`config.mk`:
```
export PLATFORM = sky130hd
export DESIGN_NAME = uart_rx_parity_checker_gen
export DESIGN_NICKNAME = d
export VERILOG_FILES = /design/src/rtl/uart_rx_parity_checker_gen.sv
export SDC_FILE = /design/constraint.sdc
export NUM_CORES = 1
export LEC_CHECK = 0
export ABC_CLOCK_PERIOD_IN_PS = 2300
export CELL_PAD_IN_SITES_DETAIL_PLACEMENT = 1
export CELL_PAD_IN_SITES_GLOBAL_PLACEMENT = 1
export CORE_UTILIZATION = 35
export DETAILED_ROUTE_END_ITERATION = 12
export PLACE_DENSITY_LB_ADDON = 0.1
export SETUP_SLACK_MARGIN = 0.4
export SYNTH_ARGS = -nofsm -noshare
export SYNTH_HDL_FRONTEND = slang
export SYNTH_SLANG_ARGS = --single-unit
```
`constraint.sdc`:
```
create_clock -name CLK -period 2.3 [get_ports CLK]
set_input_delay 0.46 -clock CLK [delete_from_list [all_inputs] [get_ports CLK]]
set_output_delay 0.46 -clock CLK [all_outputs]
set_load 0.02 [all_outputs]
```
`src/rtl/uart_rx_parity_checker_gen.sv`:
```
// uart_rx_parity_checker_gen
// Parity checker for the UART receive datapath. Data bits are collected by
// frame index, a running parity is kept, and the received parity bit is checked
// in even, odd, mark or space mode. One result is reported per frame, with a
// one-cycle done strobe.
// Optional feature: define PAR_CHK_ERR_CNT_EN to add a saturating parity-error
// counter on the err_cnt port.
module uart_rx_parity_checker_gen #(
   parameter int DATA_WIDTH = 8,
   parameter int CNT_W      = 4,
   parameter int ERR_CNT_W  = 8
) (
   input  logic                  CLK,
   input  logic                  RST,
   input  logic                  par_en,
   input  logic [1:0]            par_mode,
   input  logic                  sample_valid,
   input  logic [CNT_W-1:0]      bit_cnt,
   input  logic                  sampled_bit,
   input  logic                  frame_abort,
   output logic [DATA_WIDTH-1:0] par_data,
   output logic                  par_done,
   output logic                  par_err
`ifdef PAR_CHK_ERR_CNT_EN
   ,
   output logic [ERR_CNT_W-1:0]  err_cnt
`endif
);

   localparam logic [1:0] ST_IDLE   = 2'd0;
   localparam logic [1:0] ST_DATA   = 2'd1;
   localparam logic [1:0] ST_PARITY = 2'd2;

   localparam logic [1:0] MODE_EVEN  = 2'b00;
   localparam logic [1:0] MODE_ODD   = 2'b01;
   localparam logic [1:0] MODE_MARK  = 2'b10;
   localparam logic [1:0] MODE_SPACE = 2'b11;

   localparam logic [CNT_W-1:0] IDX_START  = {CNT_W{1'b0}};
   localparam logic [CNT_W-1:0] IDX_LAST   = CNT_W'(DATA_WIDTH);
   localparam logic [CNT_W-1:0] IDX_PARITY = CNT_W'(DATA_WIDTH + 1);

   logic [1:0]            state_q, state_d;
   logic [CNT_W-1:0]      idx_q, idx_d;
   logic                  acc_q, acc_d;
   logic                  en_q, en_d;
   logic [1:0]            mode_q, mode_d;
   logic [DATA_WIDTH-1:0] data_q, data_d;
   logic                  done_q, done_d;
   logic                  err_q, err_d;

   // Expected parity bit for the frame's latched mode and accumulated data parity.
   function automatic logic expected_parity(input logic [1:0] mode, input logic acc);
      logic exp_bit;
      case (mode)
         MODE_EVEN:  exp_bit = acc;
         MODE_ODD:   exp_bit = ~acc;
         MODE_MARK:  exp_bit = 1'b1;
         MODE_SPACE: exp_bit = 1'b0;
         default:    exp_bit = 1'b0;
      endcase
      return exp_bit;
   endfunction

   // Next-state logic: frame start, data collection, parity check and abort.
   always_comb begin
      state_d = state_q;
      idx_d   = idx_q;
      acc_d   = acc_q;
      en_d    = en_q;
      mode_d  = mode_q;
      data_d  = data_q;
      done_d  = 1'b0;
      err_d   = err_q;

      if (frame_abort) begin
         // Abort wins over a coincident sample; captured data is kept.
         state_d = ST_IDLE;
         acc_d   = 1'b0;
         err_d   = 1'b0;
      end else if (sample_valid) begin
         if (bit_cnt == IDX_START) begin
            // A start-bit sample always (re)starts a frame, whatever the state.
            state_d = ST_DATA;
            idx_d   = CNT_W'(1);
            acc_d   = 1'b0;
            en_d    = par_en;
            mode_d  = par_mode;
            data_d  = {DATA_WIDTH{1'b0}};
            err_d   = 1'b0;
         end else begin
            case (state_q)
               ST_DATA: begin
                  if (bit_cnt == idx_q) begin
                     for (int i = 0; i < DATA_WIDTH; i++) begin
                        if (idx_q == CNT_W'(i + 1)) begin
                           data_d[i] = sampled_bit;
                        end else begin
                           data_d[i] = data_q[i];
                        end
                     end
                     acc_d = acc_q ^ sampled_bit;
                     if (idx_q == IDX_LAST) begin
                        if (en_q) begin
                           state_d = ST_PARITY;
                        end else begin
                           state_d = ST_IDLE;
                           done_d  = 1'b1;
                           err_d   = 1'b0;
                        end
                     end else begin
                        idx_d = idx_q + CNT_W'(1);
                     end
                  end else begin
                     state_d = ST_DATA;
                  end
               end
               ST_PARITY: begin
                  if (bit_cnt == IDX_PARITY) begin
                     err_d   = (sampled_bit != expected_parity(mode_q, acc_q));
                     done_d  = 1'b1;
                     state_d = ST_IDLE;
                  end else begin
                     state_d = ST_PARITY;
                  end
               end
               default: begin
                  // IDLE ignores non-start samples; an illegal code recovers to IDLE.
                  state_d = ST_IDLE;
               end
            endcase
         end
      end else begin
         state_d = state_q;
      end
   end

   // Frame state registers.
   always_ff @(posedge CLK or negedge RST) begin
      if (!RST) begin
         state_q <= ST_IDLE;
         idx_q   <= {CNT_W{1'b0}};
         acc_q   <= 1'b0;
         en_q    <= 1'b0;
         mode_q  <= 2'b00;
         data_q  <= {DATA_WIDTH{1'b0}};
         done_q  <= 1'b0;
         err_q   <= 1'b0;
      end else begin
         state_q <= state_d;
         idx_q   <= idx_d;
         acc_q   <= acc_d;
         en_q    <= en_d;
         mode_q  <= mode_d;
         data_q  <= data_d;
         done_q  <= done_d;
         err_q   <= err_d;
      end
   end

   assign par_data = data_q;
   assign par_done = done_q;
   assign par_err  = err_q;

`ifdef PAR_CHK_ERR_CNT_EN
   logic [ERR_CNT_W-1:0] err_cnt_q, err_cnt_d;

   // Count completed frames with a parity error, saturating at all-ones.
   always_comb begin
      err_cnt_d = err_cnt_q;
      if (done_d && err_d && (err_cnt_q != {ERR_CNT_W{1'b1}})) begin
         err_cnt_d = err_cnt_q + ERR_CNT_W'(1);
      end else begin
         err_cnt_d = err_cnt_q;
      end
   end

   // Error counter register; only reset clears it.
   always_ff @(posedge CLK or negedge RST) begin
      if (!RST) begin
         err_cnt_q <= {ERR_CNT_W{1'b0}};
      end else begin
         err_cnt_q <= err_cnt_d;
      end
   end

   assign err_cnt = err_cnt_q;
`endif

endmodule
```
### Yosys cells after proc, flatten, opt, wreduce, memory -nomap -nowiden

Index checks and enable logic that the tools add are counted.

* flip-flop bits (word level): 20
* input bits: 12

* add/sub/neg operators: 1
* equal/unequal tests: 22
* muxes and demuxes: 50
* bitwise logic cells: 3
* reduce and logical (&&, ||, !) cells: 29

Operator list (number)
* AND reduction 5 bit: 9
* 2-to-1 mux 1 bit: 32
* 2-to-1 mux 8 bit: 3
* nonzero test 2 bit: 11
* == test 4 x 3 -> 1 bit, second input constant: 4
* 2-to-1 mux 4 bit: 4
* != test 4 bit, second input constant: 4
* 2-to-1 mux 2 bit: 7
* == test 4 x 2 -> 1 bit, second input constant: 2
* == test 4 bit, second input constant: 2
* == test 2 bit, second input constant: 3
* AND reduction 3 bit: 2
* AND reduction 6 bit: 1
* nonzero test 3 bit: 2
* != test 5 bit, second input constant: 1
* adder 4 x 1 -> 4 bit, second input constant: 1
* == test 2 x 1 -> 1 bit, second input constant: 2
* == test 4 x 1 -> 1 bit, second input constant: 1
* == test 4 bit: 1
* logical NOT 4 bit: 1
* case mux 1 bit (2 select lines): 2
* case mux 1 bit (4 select lines): 1
* case mux 2 bit (2 select lines): 1
* nonzero test 4 bit: 1
* other kinds (6): 7

### Logic depth before layout (Yosys ltp)

* word-level depth: 13
* mapped depth: 7
* mapped depth without buffers: 7

### Worst setup path before layout

OpenSTA, ideal clock, no wires.

* path kind: input-to-reg
* start: in bit_cnt[0]
* end: reg idx_q[3]
* arrival time: 1.593 ns
* data required time: 2.231 ns
* path slack: 0.638 ns
* stages: 6
* buffers on the path: 1
* cells stage by stage: xnor2_1 -> and3_1 -> buf_6 -> nand2_4 -> or4_1 -> nand3_1

* longest elaborated chain between the ends: 3
* elaborated cells on any way between the ends: 7
* those cells by class: eq/ne: 2; mux: 1; reduce/logical: 4

RTL lines
* start, declared: RTL line 18 `input logic [CNT_W-1:0] bit_cnt,`
* logical NOT 4 bit or == test 4 bit (tied branches): RTL line 82, 94
* != test 2 bit (no line) or nonzero test 2 bit (tied branches)
* AND reduction 5 bit (no line)
* end signal, assigned: RTL line 142 `idx_q <= {CNT_W{1'b0}};`
* end signal, assigned: RTL line 151 `idx_q <= idx_d;`
* end, declared: RTL line 44 `logic [CNT_W-1:0] idx_q, idx_d;`

Several ways; a longest one is shown, not always the timed one.
A chain may end at the register's enable or synchronous reset.

### Worst setup path in the final report

* start: in bit_cnt[2]
* end: reg idx_q[3]

The elaborated chain is that of the path after synthesis.

==> impl_metrics.sql <==
INSERT INTO impl_metrics (metric_group, metric, value, unit) VALUES
('placement', 'port-buffer-count', '21', ''),
('run_status', 'run_status', 'complete, no violations', ''),
('detailed_routing', 'vias', '1190', ''),
('clocking', 'cts-root-to-sink-buffers', '2', ''),
('logic_synthesis', 'synth_area_per_cell', '9.21', 'sq um'),
('final_layout', 'layout.cells.most_common', 'sky130_fd_sc_hd__nand2_1', ''),
('placement', 'dp_hpwl', '2680', 'um'),
('logic_synthesis', 'synth.cell_area', '1250', 'sq um'),
('clocking', 'cts-buffers-inserted', '3', ''),
('detailed_routing', 'drc', '0', ''),
('final_layout', 'layout.nets', '187', ''),
('detailed_routing', 'final_antenna_net_count', '0', ''),
('setup_path', 'worst_setup_path_start_kind', 'input pin', ''),
('clocking', 'clkTransAtPathRegs', '0.12', 'ns'),
('detailed_routing', 'detail_route.wirelength', '3520', 'um'),
('clocking', 'cts_max_level', '1', ''),
('final_layout', 'drive_gt1_share', '19.8', '%'),
('sta', 'worst_clock_skew', '0.00175', 'ns'),
('floorplanning', 'dieHeight', '61.8', 'um'),
('sta', 'layout_min_cycle_time', '1.85', 'ns'),
('final_layout', 'layout.cells.most_common_list', '20 x sky130_fd_sc_hd__nand2_1, 18 x sky130_fd_sc_hd__dfrtp_1, 18 x sky130_fd_sc_hd__clkdlybuf4s50_1, 12 x sky130_fd_sc_hd__o21ai_0, 11 x sky130_fd_sc_hd__buf_4', ''),
('pwr', 'power.clock.fraction', '26.5', '%'),
('setup_path', 'crit_required', '2.55', 'ns'),
('global_route', 'wire_length_of_the_first_global_routing_pass', '5610', 'um'),
('setup_path', 'crit_chain', 'clkdlybuf4s50_1 -> xnor2_2 -> and2_2 -> nand2_4 -> or4_1 -> nand3_1', ''),
('pwr', 'cellLeakagePower', '0.738', 'nW'),
('final_layout', 'fill_cells', '400', ''),
('placement', 'routabilityCongestion', '0.792', ''),
('logic_synthesis', 'sequential_element_share_of_the_synthesized_area', '40.0', '%'),
('setup_path', 'timing.critical_path.max_delay_family', 'simple AND/OR/NAND/NOR gates', ''),
('detailed_routing', 'first_pass_iters', '4', ''),
('flow_run', 'maxCapViolations', '0', ''),
('global_route', 'grt_start_max_net_pins', '21', ''),
('final_layout', 'final_core_utilization', '49.2', '%'),
('floorplanning', 'core_area', '3390', 'sq um'),
('floorplanning', 'floorplan.io_pins', '22', ''),
('pwr', 'p_sw', '0.000178', 'W'),
('pwr', 'seqPwrFrac', '56.9', '%'),
('detailed_routing', 'post_drt_wl_per_cell', '16.5', 'um'),
('logic_synthesis', 'syn-num-nets', '154', ''),
('global_route', 'antenna_found_initial', '0', ''),
('sta', 'worst_slew_pin_slew', '0.395', 'ns'),
('sta', 'worst_slew_margin_relative_to_its_limit', '73.5', '%'),
('sta', 'final-setup-viol-count', '0', ''),
('setup_path', 'cp-end-kind', 'flip-flop', ''),
('sta', 'rsz0062_at_grt', 'true', ''),
('floorplanning', 'num_rows', '21', ''),
('setup_path', 'path_buf_inv', '1', ''),
('clocking', 'clock-root-buffer', 'sky130_fd_sc_hd__clkbuf_4', ''),
('final_layout', 'antenna-diode-count', '0', ''),
('setup_path', 'critical-path-slowest-cell', 'sky130_fd_sc_hd__clkdlybuf4s50_1', ''),
('setup_path', 'maximum_cell_stage_delay_along_the_critical_path', '0.59', 'ns'),
('detailed_routing', 'drt_iter0_markers', '33', ''),
('pwr', 'internal_power', '0.000478', 'W'),
('setup_path', 'critPathMaxFanout', '6', ''),
('sta', 'final_min_period_over_clock_period', '80.5', '%'),
('clocking', 'clock_insertion_delay_worst_skew', '0.30', 'ns'),
('floorplanning', 'die_area', '3820', 'sq um'),
('detailed_routing', 'detail_route.vias_per_cell', '5.59', ''),
('global_route', 'grt_pass1_vias', '1144', ''),
('sta', 'finalHoldViolations', '0', ''),
('sta', 'slew_violations', '0', ''),
('placement', 'pre_cts_slack', '-0.00840', 'ns'),
('pwr', 'cellPowerDensity', '393', 'nW/um^2'),
('logic_synthesis', 'ys_types', '41', ''),
('logic_synthesis', 'yosysWarningCount', '0', ''),
('sta', 'max_clock_freq', '0.540', 'GHz'),
('logic_synthesis', 'synth.ff_latch_count', '20', ''),
('global_route', 'gr_ovfl_total', '0', ''),
('clocking', 'cts_hold_buffers', '0', ''),
('global_route', 'grt.total_usage', '20.0', '%');
## power by group through the flow
stage,combinational (W),clock [W],sequential [W]
global route,0.000121,0.000190,0.000374
global placement,0.000100,0,0.000379
CTS,0.000105,0.000181,0.000373
detailed placement,0.000102,0,0.000380
floorplan,0.0000556,0,0.000377
finish,0.000109,0.000174,0.000373
## state kept, by name, indices dropped and copies added, names as in the netlist
signal    count
mode_q        2
state_q       2
par_err       1
acc_q         1
en_q          1
par_done      1
par_data      8
idx_q         4
## path summary, 6_finish.rpt
path | from | to | slack (ns) | cells past startpoint
hold reg to reg | par_data[3] | par_data[3] | 0.52 | 2
hold / removal | RST | par_done | 0.49 | 2
setup reg to reg | idx_q[0] | idx_q[0] | 0.57 | 7
max in group asynchronous | RST | idx_q[0] | 1.59 | 2
setup / recovery | bit_cnt[2] | idx_q[3] | 0.45 | 6
min in group CLK | par_data[3] | par_data[3] | 0.52 | 2
## worst register-to-register path, stage by stage (launching register included)
cell and delay [ns]:
sky130_fd_sc_hd__dfrtp_2 0.47, sky130_fd_sc_hd__inv_1 0.13, sky130_fd_sc_hd__ha_1 0.24, sky130_fd_sc_hd__nand3b_1 0.14, sky130_fd_sc_hd__nand3_1 0.13, sky130_fd_sc_hd__nor2_1 0.06, sky130_fd_sc_hd__o21ai_0 0.30, sky130_fd_sc_hd__mux2i_1 0.13
## what timing repair did
action / in CTS / in global routing
setup endpoints to repair: 8 / 15
endpoints found under the hold margin: 0 / 0
pin swaps: 1 / 3
setup buffers: 0 / 2
resized for setup: 4 / 15
## stage by stage
stage          power [W]  TNS (ns)  cells  area [sq um]
6_report        0.000656         0    213          1670
5_1_grt         0.000685         0    213          1670
4_1_cts         0.000659         0    211          1590
3_5_place_dp    0.000482   -0.0154    208          1550
3_3_place_gp    0.000479         0    208          1550
2_1_floorplan   0.000432         0    136          1250
## cell type report
class                           instances  area, sq um  area share, %
Inverter                                7         26.3           1.58
Multi-Input combinational cell        105          758           45.5
Timing Repair Buffer                   32          300           18.0
Clock buffer                            3         22.5           1.35
Tap cell                               46         57.6           3.45
Sequential cell                        20          503           30.2
## cells in the mapped netlist
cell	instances	area, sq um
sky130_fd_sc_hd__nand4_1	1	6.26
sky130_fd_sc_hd__a41oi_1	7	61.3
sky130_fd_sc_hd__nor2_1	10	37.5
sky130_fd_sc_hd__ha_1	6	75.1
sky130_fd_sc_hd__and3_1	1	6.26
sky130_fd_sc_hd__o221ai_1	1	8.76
sky130_fd_sc_hd__nor4b_1	1	8.76
sky130_fd_sc_hd__nand2_1	21	78.8
sky130_fd_sc_hd__o31a_1	1	8.76
sky130_fd_sc_hd__nand3_1	7	35.0
sky130_fd_sc_hd__mux2i_1	2	20.0
sky130_fd_sc_hd__xnor2_1	5	43.8
sky130_fd_sc_hd__clkbuf_1	1	3.75
sky130_fd_sc_hd__nor4_1	3	18.8
sky130_fd_sc_hd__nand2_4	1	11.3
sky130_fd_sc_hd__and2b_1	1	7.51
sky130_fd_sc_hd__and2_2	1	7.51
sky130_fd_sc_hd__o21ai_0	12	60.1
sky130_fd_sc_hd__o211ai_1	1	7.51
sky130_fd_sc_hd__nor2b_1	2	12.5
sky130_fd_sc_hd__a22o_1	1	8.76
sky130_fd_sc_hd__inv_1	7	26.3
sky130_fd_sc_hd__o311ai_0	1	8.76
sky130_fd_sc_hd__xor2_1	1	8.76
sky130_fd_sc_hd__a211oi_1	1	7.51
sky130_fd_sc_hd__nand3b_1	2	15.0
sky130_fd_sc_hd__o32ai_1	2	17.5
sky130_fd_sc_hd__buf_2	1	5.00
sky130_fd_sc_hd__o32a_2	1	11.3
sky130_fd_sc_hd__buf_6	1	11.3
sky130_fd_sc_hd__a21oi_1	1	5.00
sky130_fd_sc_hd__a31oi_1	1	6.26
sky130_fd_sc_hd__nand2b_1	1	6.26
sky130_fd_sc_hd__buf_12	1	20.0
sky130_fd_sc_hd__or3_1	1	6.26
sky130_fd_sc_hd__o31ai_1	1	7.51
sky130_fd_sc_hd__or4_1	2	15.0
sky130_fd_sc_hd__nor3_1	1	5.00
sky130_fd_sc_hd__dfrtp_1	20	500
sky130_fd_sc_hd__mux2_2	3	33.8
sky130_fd_sc_hd__a22oi_1	1	7.51
## logic make-up (layout without fill, tap and decap cells)
| kind of cell | Yosys count | in the layout | share of synthesized area [%] |
|---|---|---|---|
| compound gates | 32 | 32 | 18.1 |
| xor+xnor | 6 | 6 | 4.20 |
| fa+ha+maj | 6 | 6 | 5.99 |
| buf+inv | 11 | 42 | 5.29 |
| flops | 20 | 20 | 40.0 |
| mux | 5 | 5 | 4.30 |
| simple gates | 56 | 56 | 22.2 |
## layer usage
layer | vias up | wire, um | track usage, %
li1 | 564 | - | -
met1 | 591 | 1720 | 29.5
met2 | 31 | 1610 | 30.7
met3 | 4 | 139 | 1.86
met4 | 0 | 44 | 6.67
met5 | - | 0 | 0
(Power assumes the default switching activity.)
